[src/rtl/pu_riscv_verilog_pkg.sv]
// Shared PU-RISCV definitions: access size encodings, memory fault cause bits
// and the pending data-memory access record.
package pu_riscv_verilog_pkg;

  localparam logic [2:0] BYTE  = 3'b000;
  localparam logic [2:0] HWORD = 3'b001;
  localparam logic [2:0] WORD  = 3'b010;
  localparam logic [2:0] DWORD = 3'b011;

  localparam int unsigned CAUSE_LD_MISALIGNED = 4;
  localparam int unsigned CAUSE_LD_PAGE_FAULT = 13;
  localparam int unsigned CAUSE_ST_MISALIGNED = 6;
  localparam int unsigned CAUSE_ST_PAGE_FAULT = 15;

  typedef struct packed {
    logic       we;
    logic [2:0] size;
    logic       uns;
    logic [2:0] adr;
    logic [4:0] rd;
    logic       killed;
  } dmem_pend_t;

endpackage

[src/rtl/pu_riscv_dmem_resp_fifo.sv]
// In-order queue of outstanding data-memory accesses with a bulk-kill input
// that marks every stored entry as killed.
module pu_riscv_dmem_resp_fifo
  import pu_riscv_verilog_pkg::*;
#(
  parameter int unsigned DEPTH = 2,
  localparam int unsigned AW   = $clog2(DEPTH)
) (
  input  logic          clk,
  input  logic          rst,
  input  logic          push,
  input  dmem_pend_t    din,
  input  logic          pop,
  input  logic          kill,
  output dmem_pend_t    dout,
  output logic          full,
  output logic          empty,
  output logic [AW:0]   count
);

  dmem_pend_t       mem_q [DEPTH];
  logic [DEPTH-1:0] kill_q, kill_d;
  logic [AW-1:0]    wr_ptr_q, rd_ptr_q;
  logic [AW:0]      cnt_q;
  logic             push_ok, pop_ok;

  assign full    = (cnt_q == (AW+1)'(DEPTH));
  assign empty   = (cnt_q == '0);
  assign count   = cnt_q;
  assign pop_ok  = pop && !empty;
  // A pop in the same cycle frees the slot a full-queue push needs.
  assign push_ok = push && (!full || pop_ok);

  always_comb begin
    kill_d = kill_q;
    if (kill) kill_d = '1;
    if (push_ok) kill_d[wr_ptr_q] = din.killed;
  end

  always_ff @(posedge clk) begin
    if (rst) begin
      wr_ptr_q <= '0;
      rd_ptr_q <= '0;
      cnt_q    <= '0;
      kill_q   <= '0;
    end else begin
      if (push_ok) wr_ptr_q <= wr_ptr_q + AW'(1);
      if (pop_ok)  rd_ptr_q <= rd_ptr_q + AW'(1);
      cnt_q  <= cnt_q + (AW+1)'(push_ok) - (AW+1)'(pop_ok);
      kill_q <= kill_d;
    end
  end

  // Payload storage carries no reset; validity lives in the count.
  always_ff @(posedge clk) begin
    if (push_ok) mem_q[wr_ptr_q] <= din;
  end

  always_comb begin
    dout        = mem_q[rd_ptr_q];
    dout.killed = kill_q[rd_ptr_q];
  end

endmodule

[src/rtl/pu_riscv_dmem_resp.sv]
// Data-memory response stage: pairs acks with queued requests, aligns and
// extends load data, maps faults to causes and registers one write-back record.
module pu_riscv_dmem_resp
  import pu_riscv_verilog_pkg::*;
#(
  parameter int unsigned XLEN           = 64,
  parameter int unsigned EXCEPTION_SIZE = 16,
  parameter int unsigned DEPTH          = 2
) (
  input  logic                      clk,
  input  logic                      rst,
  input  logic                      flush,
  input  logic                      dmem_req,
  input  logic                      dmem_we,
  input  logic [2:0]                dmem_size,
  input  logic [XLEN-1:0]           dmem_adr,
  input  logic                      req_unsigned,
  input  logic [4:0]                req_rd,
  input  logic                      dmem_ack,
  input  logic [XLEN-1:0]           dmem_q,
  input  logic                      dmem_misaligned,
  input  logic                      dmem_page_fault,
  output logic                      resp_stall,
  output logic                      wb_valid,
  output logic                      wb_load,
  output logic [4:0]                wb_rd,
  output logic [XLEN-1:0]           wb_r,
  output logic [EXCEPTION_SIZE-1:0] wb_exception
);

  localparam int unsigned AW = $clog2(DEPTH);

  dmem_pend_t          push_ent, head;
  logic                full, empty, pop, record, fault, sgn;
  logic [AW:0]         count;
  logic [2:0]          sh;
  logic [XLEN-1:0]     shifted, fill, ld_data;
  logic [EXCEPTION_SIZE-1:0] exc;

  logic                      wb_valid_q, wb_load_q;
  logic [4:0]                wb_rd_q;
  logic [XLEN-1:0]           wb_r_q;
  logic [EXCEPTION_SIZE-1:0] wb_exc_q;

  always_comb begin
    push_ent        = '0;
    push_ent.we     = dmem_we;
    push_ent.size   = dmem_size;
    push_ent.uns    = req_unsigned;
    push_ent.adr    = dmem_adr[2:0];
    push_ent.rd     = req_rd;
    push_ent.killed = 1'b0;
  end

  pu_riscv_dmem_resp_fifo #(.DEPTH(DEPTH)) u_fifo (
    .clk   (clk),
    .rst   (rst),
    .push  (dmem_req),
    .din   (push_ent),
    .pop   (dmem_ack),
    .kill  (flush),
    .dout  (head),
    .full  (full),
    .empty (empty),
    .count (count)
  );

  assign pop        = dmem_ack && !empty;
  assign resp_stall = full && !dmem_ack;
  // An ack coinciding with flush belongs to a killed access.
  assign record     = pop && !head.killed && !flush;
  assign fault      = dmem_misaligned || dmem_page_fault;

  // Align then truncate/extend; DWORD passes the raw word through.
  always_comb begin
    sh      = (XLEN == 64) ? head.adr : {1'b0, head.adr[1:0]};
    shifted = dmem_q >> {sh, 3'b000};
    sgn     = 1'b0;
    fill    = '0;
    ld_data = dmem_q;
    case (head.size)
      BYTE: begin
        sgn     = ~head.uns & shifted[7];
        fill    = {XLEN{sgn}};
        ld_data = (fill << 8) | XLEN'(shifted[7:0]);
      end
      HWORD: begin
        sgn     = ~head.uns & shifted[15];
        fill    = {XLEN{sgn}};
        ld_data = (fill << 16) | XLEN'(shifted[15:0]);
      end
      WORD: begin
        sgn     = ~head.uns & shifted[31];
        fill    = {XLEN{sgn}};
        ld_data = (fill << 32) | XLEN'(shifted[31:0]);
      end
      default: ld_data = dmem_q;
    endcase
  end

  always_comb begin
    exc = '0;
    if (dmem_misaligned) begin
      if (head.we) exc[CAUSE_ST_MISALIGNED] = 1'b1;
      else         exc[CAUSE_LD_MISALIGNED] = 1'b1;
    end else if (dmem_page_fault) begin
      if (head.we) exc[CAUSE_ST_PAGE_FAULT] = 1'b1;
      else         exc[CAUSE_LD_PAGE_FAULT] = 1'b1;
    end
  end

  always_ff @(posedge clk) begin
    if (rst) begin
      wb_valid_q <= 1'b0;
      wb_load_q  <= 1'b0;
      wb_rd_q    <= '0;
      wb_r_q     <= '0;
      wb_exc_q   <= '0;
    end else begin
      wb_valid_q <= record;
      if (record) begin
        wb_load_q <= ~head.we;
        wb_rd_q   <= head.we ? 5'd0 : head.rd;
        wb_r_q    <= (head.we || fault) ? '0 : ld_data;
        wb_exc_q  <= exc;
      end
    end
  end

  assign wb_valid     = wb_valid_q;
  assign wb_load      = wb_load_q;
  assign wb_rd        = wb_rd_q;
  assign wb_r         = wb_r_q;
  assign wb_exception = wb_exc_q;

endmodule
[config.mk]
export PLATFORM = sky130hd
export DESIGN_NAME = pu_riscv_dmem_resp
export DESIGN_NICKNAME = d
export VERILOG_FILES = /design/src/rtl/pu_riscv_verilog_pkg.sv /design/src/rtl/pu_riscv_dmem_resp_fifo.sv /design/src/rtl/pu_riscv_dmem_resp.sv
export SDC_FILE = /design/constraint.sdc
export NUM_CORES = 1
export LEC_CHECK = 0
export CORE_ASPECT_RATIO = 0.5
export CORE_MARGIN = 4
export CORE_UTILIZATION = 30
export DETAILED_ROUTE_END_ITERATION = 16
export HOLD_SLACK_MARGIN = 0.06
export PLACE_DENSITY = 0.66
export SLEW_MARGIN = 5
export SYNTH_ARGS = -nofsm -noshare
export SYNTH_HDL_FRONTEND = slang
export SYNTH_SLANG_ARGS = --single-unit
[constraint.sdc]
create_clock -name clk -period 2.2 [get_ports clk]
set_input_delay 0.55 -clock clk [delete_from_list [all_inputs] [get_ports clk]]
set_output_delay 0.55 -clock clk [all_outputs]
set_load 0.1 [all_outputs]
# ---- Yosys cells after proc, flatten, opt, wreduce, memory -nomap -nowiden
# Memories as Yosys holds them, arrays and structs flattened. A register that Yosys moved wholly into a read port is not among the register bits.
# Index checks and enable logic that the tools add are counted.
dict set report op_classes {
  add_sub_neg 4
  n_reduce_logical 16
  eq_ne 3
  bitwise_logic 10
  mux 21
  order_cmp 3
  shift 1
}
# operator n
set op_table {}
lappend op_table {{one-hot mux 64 bit (3 select lines)} 1}
lappend op_table {{2-to-1 mux 64 bit} 1}
lappend op_table {{OR 64 x 16 -> 64 bit} 1}
lappend op_table {{OR 64 x 32 -> 64 bit} 1}
lappend op_table {{OR 64 x 8 -> 64 bit} 1}
lappend op_table {{right shift 64 x 6 -> 32 bit} 1}
lappend op_table {{2-to-1 mux 1 bit} 15}
lappend op_table {{logical AND 1 bit} 6}
lappend op_table {{logical NOT 1 bit} 5}
lappend op_table {{2-to-1 mux 5 bit} 1}
lappend op_table {{< comparator 1 x 2 -> 1 bit (second input constant)} 2}
lappend op_table {{2-to-1 mux 2 bit} 2}
lappend op_table {{bitwise AND 1 bit} 3}
lappend op_table {{== test 3 x 1 -> 1 bit (second input constant)} 1}
lappend op_table {{== test 3 x 2 -> 1 bit (second input constant)} 1}
lappend op_table {{logical NOT 3 bit} 1}
lappend op_table {{logical OR 1 bit} 3}
lappend op_table {{adder 1 bit (second input constant)} 2}
lappend op_table {{adder 2 x 1 -> 2 bit} 1}
lappend op_table {{bitwise AND 2 bit} 1}
lappend op_table {{== test 2 bit (second input constant)} 1}
lappend op_table {{logical NOT 2 bit} 1}
lappend op_table {{inverter 1 bit} 2}
lappend op_table {{inverter 2 bit} 1}
lappend op_table {{3 further kinds} 3}
dict set report totals {
  memories 1
  ff_bits 81
  ram_bits 26
  input_bits 145
  out_inout_bits 88
}
# memory depth width read_ports rd_ports_with_merged_regs write_ports line
set memory_table {}
lappend memory_table {u_fifo.mem_q 2 13 1 1 1 pu_riscv_dmem_resp_fifo.sv:21} ;# dmem_pend_t mem_q [DEPTH];

# ---- Longest topological paths before layout
# Gate-level depths: netlist (run 1).
dict set report depth {
  word_depth 7
  ltp_mapped 10
  ltp_nobuf 8
}

# ---- Hierarchy
# From an unflattened synthesis (run 1), not the netlist that was laid out.
dict set report hier_totals {
  cells_unflattened 621
  area_unflattened_um2 5985.7
}
# module area_each_um2 seq_area_each_um2 n_inst cells_each
set by_module_without_submodules {}
lappend by_module_without_submodules {pu_riscv_dmem_resp 4684.5 1501.4 1 540}
lappend by_module_without_submodules {pu_riscv_dmem_resp_fifo 1301.2 920.9 1 81}

# ---- Worst setup path after synthesis (run 1)
# OpenSTA, ideal clock, no wires.
dict set report synth_path {
  kind {in2reg}
  startpoint {input dmem_ack}
  endpoint {register u_fifo.cnt_q[1] (netlist: u_fifo.count[1])}
  stages 6
  setup_ps 128
  t_arrival_ps 3762
  setup_slack_ps -1690
  path_cell_list {nor3b_1 nor2b_1 ha_1 xor2_1 xnor2_1 nor2_1}
}
dict set report synth_between {
  elab_chain_len 5
}
# item line
set synth_rtl {}
lappend synth_rtl {{start, declared} pu_riscv_dmem_resp.sv:19} ;# input logic dmem_ack,
lappend synth_rtl {{logical AND 1 bit *} pu_riscv_dmem_resp_fifo.sv:30} ;# assign pop_ok = pop && !empty;
lappend synth_rtl {{logical OR 1 bit} pu_riscv_dmem_resp_fifo.sv:32} ;# assign push_ok = push && (!full || pop_ok);
lappend synth_rtl {{logical AND 1 bit} pu_riscv_dmem_resp_fifo.sv:32}
lappend synth_rtl {{adder 2 x 1 -> 2 bit} pu_riscv_dmem_resp_fifo.sv:49} ;# cnt_q <= cnt_q + (AW+1)'(push_ok) - (AW+1)'(pop_ok);
lappend synth_rtl {{subtractor 2 x 1 -> 2 bit *} pu_riscv_dmem_resp_fifo.sv:49}
lappend synth_rtl {{end signal, assigned} pu_riscv_dmem_resp_fifo.sv:49}
lappend synth_rtl {{end, declared} pu_riscv_dmem_resp_fifo.sv:24} ;# logic [AW:0] cnt_q;
# Every way passes the cells marked *; elsewhere a longest branch is shown, timed or not.
# A chain may end at the register's enable or synchronous reset.

# ---- Worst setup path after layout (run 1)
dict set report layout_path {
  startpoint {input dmem_q[23]}
  endpoint {register wb_r_q[41] (netlist: wb_r[41])}
}
dict set report layout_between {
  elab_chain_len 5
  elab_cells_between_ends 9
}
# item line
set layout_rtl {}
lappend layout_rtl {{start, declared} pu_riscv_dmem_resp.sv:20} ;# input logic [XLEN-1:0] dmem_q,
lappend layout_rtl {{right shift 64 x 6 -> 32 bit *} pu_riscv_dmem_resp.sv:77} ;# shifted = dmem_q >> {sh, 3'b000};
lappend layout_rtl {{bitwise AND 1 bit (on tied branches)} {pu_riscv_dmem_resp.sv:93, pu_riscv_dmem_resp.sv:83, pu_riscv_dmem_resp.sv:88}}
lappend layout_rtl {{OR 64 x 32 -> 64 bit (tied with other cells)} pu_riscv_dmem_resp.sv:95} ;# ld_data = (fill << 32) | XLEN'(shifted[31:0]);
lappend layout_rtl {{one-hot mux 64 bit (3 select lines) *} pu_riscv_dmem_resp.sv:81} ;# case (head.size)
lappend layout_rtl {{2-to-1 mux 64 bit *} pu_riscv_dmem_resp.sv:124} ;# wb_r_q <= (head.we || fault) ? '0 : ld_data;
lappend layout_rtl {{end signal, assigned} pu_riscv_dmem_resp.sv:124}
lappend layout_rtl {{end, declared} pu_riscv_dmem_resp.sv:42} ;# logic [XLEN-1:0] wb_r_q;
# Marked as above.

==> parameters.txt, run 1 <==
Parameter                              Value

Worst setup path
  Arrival time at the worst endpoint ... 2.56 ns
  CP max FO ... 8
  CP endpoint kind ... flop
  Critical path required time ... 2.49 ns
  Cell with the biggest individual delay on the critical path ... clkdlybuf4s50_1
  Critical Setup Path Class ... in2reg
  Startpoint Class ... input pin
  CP peak stage delay ... 0.50 ns
  Worst reg-to-reg setup slack ... -0.07 ns
  Cell Chain, Critical Path ... clkdlybuf4s50_1, nor2b_1, o32ai_2, a32oi_2, a31oi_2, a311o_2, clkbuf_16, o21ai_1

Placement
  Post-placement worst setup slack ... -0.602 ns
  Port bufs ... 159
  Half-perimeter wire length after detailed placement ... 14200 µm
  Final weighted congestion in routability-driven placement ... 0.869

Die
  Vert. Die Dim ... 106 µm
  Initial cell density of the core ... 0.309
  Core Box Area ... 18600 µm²
  Standard-cell rows ... 35
  Num ports ... 233
  Width of the die ... 204 µm
  Die Outline Area ... 21500 µm²

Global route
  Overflow after GRT ... 0
  Initial antenna violation count ... 0
  First-pass GRT wire length ... 29600 µm
  Total global-route track usage ... 0.170
  Pin count of the biggest net entering global routing ... 33
  Via count of the first global-routing pass ... 5607

Drt
  Post-route met1 wirelength ... 8260 µm
  Average wire per standard cell ... 17.0 µm
  Detail Route met3 WL ... 845 µm
  Met2 wire length ... 9720 µm
  DRC errors left ... 0
  ANT nets after route ... 0
  Post-Route WL ... 19300 µm
  Total vias in the final route ... 5606
  First-pass DRT Iterations ... 5
  Initial drt markers ... 460
  Avg Vias per Cell ... 4.95
  Top Metal Used ... met4

Timing
  Worst Clk Skew ... 0.00780 ns
  Slew Viols, Final ... 0
  Post-route minimum period ... 2.28 ns
  Endpoints failing setup ... 40
  Final clock period utilization by the worst path ... 1.03
  Tightest Pin Transition ... 0.967 ns
  Number of endpoints with negative hold slack in the final report ... 0
  Unrepaired setup endpoints after global routing ... true
  Normalized max-slew margin ... 0.352
  Upper clock frequency limit ... 0.439 GHz
  Setup TNS ... -1.89 ns
  Post-route worst setup slack ... -0.0765 ns

Clock tree
  Clock root buffer master ... clkbuf_16
  Later-pin clock latency in the skew report ... 0.35 ns
  Number of H-tree branching levels ... 3
  Clk pin slew, worst setup/hold paths ... 0.08 ns
  Num CTS Buffers ... 9
  TritonCTS clock tree ... yes
  CTS Sinks ... 108
  Max Buffers Root-to-Sink ... 2
  Cts hold-fix bufs ... 0

Final layout
  Most common cell after layout, fill and taps aside ... buf_4
  Number of inserted diodes ... 0
  Count of nets after finishing ... 1016
  Leading cell types in the layout, fill and taps excluded ... 147 x buf_4, 108 x nand2_1, 81 x clkdlybuf4s50_1
  Area grow syn2layout ... 50.2%
  Layout cells sized above 1 ... 0.283
  Filler instances ... 1773

Yosys
  Synthesized cell area ... 5730 µm²
  Sequential fraction of the synthesis area ... 0.422
  Syn avg cell area ... 8.73 µm²
  Share of async-settable or async-resettable flops after synthesis ... 0
  Register bit count reported by yosys ... 108
  Synthesized instance count ... 657
  Synthesis warning total ... 0
  Synth unique cells ... 51
  Post-synth EDFFs ... 26
  Commonest register cell after synthesis ... dfxtp_1

Run status
  Result of the run ... finished with violations
  Violated checks ... setup timing

Pwr
  Largest voltage drop on the vdd net ... 0.000372 V
  Leak pwr ... 3.50 nW
  Total power per unit cell area ... 859 nW/µm²

Run
  Count of maximum capacitance violations ... 0

Worst hold path
  Class of the tightest hold or removal check ... reg2reg
-- layer usage --
layer,up-vias,track usage
met5,-,0
met4,0,0.0563
met3,32,0.0360
met2,152,0.303
met1,2671,0.206
li1,2751,-
-- what timing repair did --
item                                    CTS  global route
pin swaps                                18             9
hold endpoints to repair                  0             0
cloned                                    2             3
endpoints found under the setup margin   63            62
buffers inserted                          5             1
resized for setup                        35            43
-- final timing paths --
check | startpoint | to | cells past startpoint
hold reg to reg | wb_r[22]$_SDFFE_PP0P_ | wb_r[22]$_SDFFE_PP0P_ | 2
setup reg to reg | u_fifo.rd_ptr_q$_SDFFE_PP0N_ | wb_r[41]$_SDFFE_PP0P_ | 6
setup / recovery | dmem_q[23] | wb_r[41]$_SDFFE_PP0P_ | 8
hold / removal | wb_r[22]$_SDFFE_PP0P_ | wb_r[22]$_SDFFE_PP0P_ | 2
-- cell type report --
class | instances | area, µm² | area share
repair buffers | 249 | 2300 | 0.268
inverters | 5 | 18.8 | 0.00218
clock buffers | 10 | 229 | 0.0266
clock inverters | 6 | 56.3 | 0.00654
multi-input cells | 496 | 3250 | 0.378
well taps | 259 | 324 | 0.0376
flip-flops and latches | 108 | 2430 | 0.282
-- where the power goes --
part           internal, mW  total, mW  switching (mW)
clock                 0.795       1.59           0.800
sequential             2.17       2.25          0.0847
combinational          1.53       3.56            2.03
-- cells by family (layout without fill, tap and decap cells) --
group	after synthesis	in the layout	synth area share
AOI/OAI and AO/OA	178	178	0.189
xor gates and xnor gates	4	4	0.00611
adders and majority gates	2	2	0.00436
buffers and inverters	64	270	0.0594
DFF	108	108	0.422
muxes	75	75	0.150
other	1	12	0.000654
and+or+nand+nor	225	225	0.169
-- critical path, delay by kind of cell --
kind / cells / cell delay (ns)
buffers and inverters: 2 / 0.71
AOI/OAI and AO/OA: 5 / 1.13
and+or+nand+nor: 1 / 0.17
-- synth_stat cells (all sizes together) (11+ instances only) --
| master | count | area, µm² |
|---|---|---|
| o21ai | 98 | 490 |
| buf | 32 | 220 |
| nand2 | 108 | 405 |
| nor2 | 66 | 255 |
| dfxtp | 82 | 1640 |
| clkbuf | 27 | 101 |
| a21oi | 27 | 135 |
| nor3 | 11 | 55.1 |
| a211oi | 14 | 105 |
| mux2i | 64 | 657 |
| edfxtp | 26 | 781 |
-- registers in the layout, indices dropped and copies added, names as in the netlist, named ones only --
name,count
u_fifo.rd_ptr_q,1
wb_rd,5
u_fifo.mem_q,26
wb_valid,1
wb_load,1
u_fifo.kill_q,2
u_fifo.wr_ptr_q,1
u_fifo.count,2
wb_r,64
wb_exception,4
-- metrics by stage --
stage	hold WS, ns	area [µm²]	power, mW	util	std cells
finish	0.445	8610	7.40	0.464	1133
CTS	0.454	8440	7.30	0.454	1129
global placement	0.436	7940	5.51	0.428	1106
detailed placement	0.443	7940	5.57	0.428	1106
global route	0.470	8610	7.82	0.464	1133
floorplan	0.450	5800	4.45	-	668
(Power assumes the default switching activity.)
==> inputs of run 2 (changes only) <==
- ABC_AREA: unset -> 1
- PLACE_DENSITY: 0.66 -> 0.64
- SLEW_MARGIN: 5 -> 20
==> run 2 against run 1 <==
Effect of this change:
- the flow now finishes without violations
- sequential share of layout area is 2.2 points lower
- first-iteration DRC count rose by 17%
- final cell count rose by 31%
- non-clock buffer count fell by 12
- critical path type is now reg2reg
- critical endpoint is now wb_r[14]$_SDFFE_PP0P_
==> parameters.txt, run 2 <==
Parameter                              Value

Timing
  Slew Viols, Final ... 0
  Unrepaired setup endpoints after global routing ... true
  Normalized max-slew margin ... 0.616
  Upper clock frequency limit ... 0.477 GHz
  Endpoints failing setup ... 0
  Worst Clk Skew ... 0.0106 ns
  Number of endpoints with negative hold slack in the final report ... 0
  Post-route minimum period ... 2.10 ns
  Final clock period utilization by the worst path ... 0.954
  Tightest Pin Transition ... 0.576 ns

Worst setup path
  Critical path depth ... 11
  Critical Setup Path Class ... reg2reg
  CP max FO ... 14
  Largest delay contributor family on the critical path ... buffers and inverters
  Arrival time at the worst endpoint ... 2.39 ns
  Cell with the biggest individual delay on the critical path ... dfxtp_1
  CP peak stage delay ... 0.33 ns
  Critical path required time ... 2.49 ns
  Combined buffer and inverter count along the critical path ... 4
  CP dominant cell by count ... buf_4
  Depth of the worst register-to-register path ... 11
  Worst reg-to-reg setup slack ... 0.10 ns
  Last element of the critical path ... wb_r[14]$_SDFFE_PP0P_
  Startpoint Class ... flop
  Cell Chain, Critical Path ... buf_12, buf_4, o21ai_2, nand3_2, nand2_1, buf_4, nand2_1, nor2_1, buf_4, o21ai_1, a21oi_1
  CP endpoint kind ... flop
  Reg-to-reg endpoint ... wb_r[14]$_SDFFE_PP0P_

Pwr
  Largest voltage drop on the vdd net ... 0.000495 V
  Total power per unit cell area ... 857 nW/µm²
  Share of power burned in the clock network ... 0.208
  Switching power as a share of total power ... 0.456
  Leak pwr ... 4.06 nW
  Share of total power in sequential cells ... 0.277
  Portion of total power attributed to combinational logic ... 0.515
  Switching power ... 3.64 mW
  Internal Dissipation ... 4.35 mW

Placement
  Standard cell area after detailed placement ... 8910 µm²
  Half-perimeter wire length after detailed placement ... 20100 µm
  Port bufs ... 159
  Final weighted congestion in routability-driven placement ... 0.949
  Number of cells in the design after placement ... 1469

Clock tree
  TritonCTS clock tree ... yes
  Cts hold-fix bufs ... 0
  Later-pin clock latency in the skew report ... 0.37 ns
  Number of H-tree branching levels ... 3
  Max Buffers Root-to-Sink ... 2
  Clk pin slew, worst setup/hold paths ... 0.08 ns
  Clock root buffer master ... clkbuf_16
  CTS Sinks ... 108
  Num CTS Buffers ... 9

Die
  Core Box Area ... 22000 µm²
  Initial cell density of the core ... 0.310
  Standard-cell rows ... 38
  Vert. Die Dim ... 115 µm
  Width of the die ... 221 µm
  Die Outline Area ... 25400 µm²
  Num ports ... 233

Drt
  Avg Vias per Cell ... 4.97
  Initial drt markers ... 538
  Total vias in the final route ... 7405
  Post-route met1 wirelength ... 12500 µm
  Met2 wire length ... 12000 µm
  DRC errors left ... 0
  Detail Route met3 WL ... 1710 µm
  First-pass DRT Iterations ... 5
  Average wire per standard cell ... 17.9 µm
  ANT nets after route ... 0
  Post-Route WL ... 26600 µm
  Top Metal Used ... met4

Run
  Count of maximum capacitance violations ... 0

Worst hold path
  Class of the tightest hold or removal check ... in2reg

Final layout
  Fraction of the core area covered by cells at the end of the flow ... 0.423
  Summed area of non-filler cells in the final layout ... 9320 µm²
  Most common cell after layout, fill and taps aside ... nand2_1
  Flip-flop count of the largest register, all copies and words added ... 64
  Layout cells sized above 1 ... 0.223
  Leading cell types in the layout, fill and taps excluded ... 292 x nand2_1, 138 x buf_4, 137 x a21oi_1
  Count of nets after finishing ... 1331
  Final standard cell count with taps included and fillers excluded ... 1489
  Area grow syn2layout ... 36.5%
  Number of inserted diodes ... 0

Global route
  Via count of the first global-routing pass ... 6993
  Total global-route track usage ... 0.204
  First-pass GRT wire length ... 40700 µm
  Pin count of the biggest net entering global routing ... 49
  Initial antenna violation count ... 0
  Overflow after GRT ... 0

Yosys
  Post-synth EDFFs ... 26
  Sequential fraction of the synthesis area ... 0.355
  Dominant cell type by area after synthesis ... dfxtp_1
  Most repeated cell in the gate-level netlist after synthesis ... nand2_1
  Register bit count reported by yosys ... 108
  Top cell types by occurrence after synthesis ... 295 x nand2_1, 137 x a21oi_1, 127 x nand3_1
  Synthesized cell area ... 6830 µm²
  Synthesized instance count ... 1007
  Fraction of synthesized cell area taken by the top area cell type ... 0.240
  Share of async-settable or async-resettable flops after synthesis ... 0
  Synth unique cells ... 33
  Commonest register cell after synthesis ... dfxtp_1
  Syn avg cell area ... 6.78 µm²
  Synthesis warning total ... 0
  Top post-synthesis cells by area ... dfxtp_1 24%, nand2_1 16%, edfxtp_1 11%

Run status
  Result of the run ... completed
## run 2: worst min path at each step
stage	from	to	slack [ns]	depth (start not counted)
after floorplan	u_fifo.kill_q[1]$_SDFF_PP0_	u_fifo.kill_q[1]$_SDFF_PP0_	0.45	2
after global placement	wb_r[25]$_SDFFE_PP0P_	wb_r[25]$_SDFFE_PP0P_	0.46	2
after detailed placement	wb_rd[1]$_SDFFE_PP0P_	wb_rd[1]$_SDFFE_PP0P_	0.46	2
after CTS	rst	u_fifo.count[0]$_SDFF_PP0_	0.41	2
after global routing	rst	u_fifo.count[0]$_SDFF_PP0_	0.42	2
final	rst	u_fifo.count[0]$_SDFF_PP0_	0.42	2
## run 2: worst register-to-register path, cell delays in order, from the launching register on
cell and delay, ns:
dfxtp_1 0.33, buf_12 0.15, buf_4 0.14, o21ai_2 0.25
nand3_2 0.17, nand2_1 0.11, buf_4 0.19, nand2_1 0.08
nor2_1 0.24, buf_4 0.16, o21ai_1 0.08, a21oi_1 0.12
## run 2: cell type report
cell class                      instances  area [µm²]
Clock buffer                           10         239
Clock inverter                          6        62.6
Fill cell                            2282       12700
Inverter                               86         325
Multi-Input combinational cell        742        3730
Sequential cell                       108        2420
Tap cell                              300         375
Timing Repair Buffer                  237        2170
## run 2: power groups by stage
stage / sequential [mW] / clock, mW / combinational (mW)
floorplan: 2.51 / 0 / 2.37
global placement: 2.26 / 0 / 3.92
detailed placement: 2.26 / 0 / 3.94
CTS: 2.22 / 1.71 / 3.99
global route: 2.23 / 1.77 / 4.45
finish: 2.22 / 1.66 / 4.11
## run 2: per-layer routing
| metal | global-route usage | vias up |
|---|---|---|
| met5 | 0 | - |
| met4 | 0.0392 | 0 |
| met3 | 0.0487 | 23 |
| met2 | 0.328 | 243 |
| met1 | 0.285 | 3479 |
| li1 | - | 3660 |
## run 2: logic make-up after synthesis
group                    synth area share
AND/OR/NAND/NOR                     0.298
AO/OA/AOI/OAI                       0.221
buffers and inverters               0.121
flip-flops                          0.355
adder cells (fa/ha/maj)           0.00366
XOR/XNOR                          0.00128
other                            0.000549
## run 2: timing repair
action | 4_1_cts | 5_1_grt
endpoints found under the setup margin | 30 | 55
pin swaps | 1 | 1
buffers inserted | 1 | 2
gates cloned | 1 | 0
resized for setup | 6 | 9
## run 2: through the flow
stage	setup slack (ns)	hold slack, ns	TNS (ns)	total power [mW]
2_1_floorplan	0.00106	0.449	0	4.88
3_3_place_gp	-0.306	0.457	-12.14	6.18
3_5_place_dp	-0.297	0.456	-14.67	6.20
4_1_cts	0.00831	0.407	0	7.91
5_1_grt	-0.0179	0.420	-0.0275	8.45
6_report	0.102	0.421	0	7.99
==> inputs of run 3 (changes only) <==
- GPL_ROUTABILITY_DRIVEN: unset -> 0
==> run 3 against run 2 <==
Effect of this change:
- global-route usage is 1.8 points lower
- first-iteration DRC count grew 20%
- worst setup slack improved by 0.010 ns
- sequential power about the same
- cell area fell by 2.5%
- routed wire length shrank 8.0%
- clock-buffer cell count unchanged
- combinational power down 6.3%
- clock power shrank 4%
- largest cell class unchanged
==> parameters.txt, run 3 (synthesis results as in run 2) <==
Parameter                              Value

Drt
  Average wire per standard cell ... 16.7 µm
  DRC errors left ... 0
  First-pass DRT Iterations ... 6
  ANT nets after route ... 0
  Post-Route WL ... 24500 µm
  Total vias in the final route ... 7281
  Initial drt markers ... 647
  Avg Vias per Cell ... 4.96

Pwr
  Largest voltage drop on the vdd net ... 0.000428 V
  Leak pwr ... 3.94 nW
  Switching power as a share of total power ... 0.451
  Post-layout power ... 7.66 mW
  Share of total power in sequential cells ... 0.289
  Portion of total power attributed to combinational logic ... 0.503
  Internal Dissipation ... 4.20 mW
  Share of power burned in the clock network ... 0.208
  Total power per unit cell area ... 842 nW/µm²
  Switching power ... 3.45 mW

Final layout
  Summed area of non-filler cells in the final layout ... 9090 µm²
  Area grow syn2layout ... 33.1%
  Flip-flop count of the largest register, all copies and words added ... 64
  Final standard cell count with taps included and fillers excluded ... 1468
  Count of nets after finishing ... 1309
  Filler instances ... 2303
  Area used by multi-input combinational logic ... 3670 µm²
  Reg area ... 2420 µm²
  Most common cell after layout, fill and taps aside ... nand2_1
  Leading cell types in the layout, fill and taps excluded ... 292 x nand2_1, 137 x a21oi_1, 126 x nand3_1
  Layout cells sized above 1 ... 0.206

Placement
  Post-placement worst setup slack ... -0.290 ns
  Standard cell area after detailed placement ... 8720 µm²
  Half-perimeter wire length after detailed placement ... 18200 µm
  Number of cells in the design after placement ... 1446
  Port bufs ... 159

Timing
  Normalized max-slew margin ... 0.618
  Slew Viols, Final ... 0
  Post-route worst setup slack ... 0.112 ns
  Endpoints failing setup ... 0
  Upper clock frequency limit ... 0.479 GHz
  Post-route minimum period ... 2.09 ns
  Number of endpoints with negative hold slack in the final report ... 0
  Final clock period utilization by the worst path ... 0.949
  Worst Clk Skew ... 0.00829 ns
  Unrepaired setup endpoints after global routing ... false
  Tightest Pin Transition ... 0.573 ns

Worst setup path
  CP peak stage delay ... 0.36 ns
  Cell Chain, Critical Path ... buf_12, buf_4, o21ai_2, nand3_2, nand2_1, nand2_1, nor2_1, o21ai_0, a21oi_1
  Startpoint Class ... flop
  Arrival time at the worst endpoint ... 2.38 ns
  CP endpoint kind ... flop
  Cell with the biggest individual delay on the critical path ... nand2_1
  Critical Setup Path Class ... reg2reg
  CP max FO ... 12
  CP dominant cell by count ... nand2_1
  Critical path required time ... 2.49 ns

Worst hold path
  Hold Startpoint ... rst
  Class of the tightest hold or removal check ... in2reg

Clock tree
  Clk pin slew, worst setup/hold paths ... 0.08 ns
  CTS Sinks ... 108
  TritonCTS clock tree ... yes
  Clock root buffer master ... clkbuf_16
  Later-pin clock latency in the skew report ... 0.36 ns
  Max Buffers Root-to-Sink ... 2
  Number of H-tree branching levels ... 3
  Num CTS Buffers ... 9

Global route
  Pin count of the biggest net entering global routing ... 74
  First-pass GRT wire length ... 37900 µm
  Overflow after GRT ... 0
  Initial antenna violation count ... 1
  Via count of the first global-routing pass ... 6757
  Total global-route track usage ... 0.186

Die
  Standard-cell rows ... 38
  Vert. Die Dim ... 115 µm
  Initial cell density of the core ... 0.310
  Num ports ... 233
  Core Box Area ... 22000 µm²
  Width of the die ... 221 µm
  Die Outline Area ... 25400 µm²

Run
  Count of maximum capacitance violations ... 0

Run status
  Result of the run ... completed
==> run 3: timing repair <==
item | CTS | global route
pin swaps | 1 | 1
setup endpoints to repair | 5 | 29
resized for setup | 1 | 8
setup buffers | 2 | 3
endpoints found under the hold margin | 0 | 0
hold buffers | 0 | 0
==> run 3: power groups by stage <==
stage                     Clock (mW)  Combinational (mW)  Sequential, mW
after floorplan                    0                2.37            2.51
after global placement             0                3.67            2.26
after detailed placement           0                3.71            2.26
after CTS                       1.63                3.74            2.22
after global routing            1.71                4.16            2.23
final                           1.59                3.85            2.21
==> run 3: layer usage <==
metal / part of all wire / routed length, µm / global-route usage
met5: 0 / 0 / 0
met4: 0.030 / 739 / 0.0652
met3: 0.077 / 1880 / 0.0497
met2: 0.45 / 11000 / 0.300
met1: 0.44 / 10900 / 0.245
==> run 3: cell type report <==
type                            count  area share
Antenna cell                        1    0.000275
Tap cell                          300      0.0413
Clock buffer                       10      0.0252
Clock inverter                      6     0.00564
Multi-Input combinational cell    741       0.404
Inverter                           86      0.0358
Timing Repair Buffer              216       0.222
Sequential cell                   108       0.266
==> run 3: worst max-delay path, delay by kind of cell (launching register included) <==
family,cells,cell delay [ns]
buffers and inverters,2,0.29
flip-flops,1,0.33
AND/OR/NAND/NOR,4,0.85
AO/OA/AOI/OAI,3,0.53
==> run 3: final timing paths <==
check	endpoint	slack (ns)	depth (start not counted)
worst max-delay path	wb_r[8]$_SDFFE_PP0P_	0.11	9
worst min-delay path	u_fifo.count[0]$_SDFF_PP0_	0.43	2
worst max register to register	wb_r[8]$_SDFFE_PP0P_	0.11	9
worst min register to register	wb_load$_SDFFE_PP0P_	0.47	2
==> run 3: stage by stage <==
step	TNS [ns]	util	hold WS, ns
floorplan	0	-	0.449
CTS	0	0.410	0.422
global route	0	0.413	0.455
detailed placement	-9.78	0.396	0.459
global placement	-8.69	0.396	0.456
finish	0	0.413	0.429
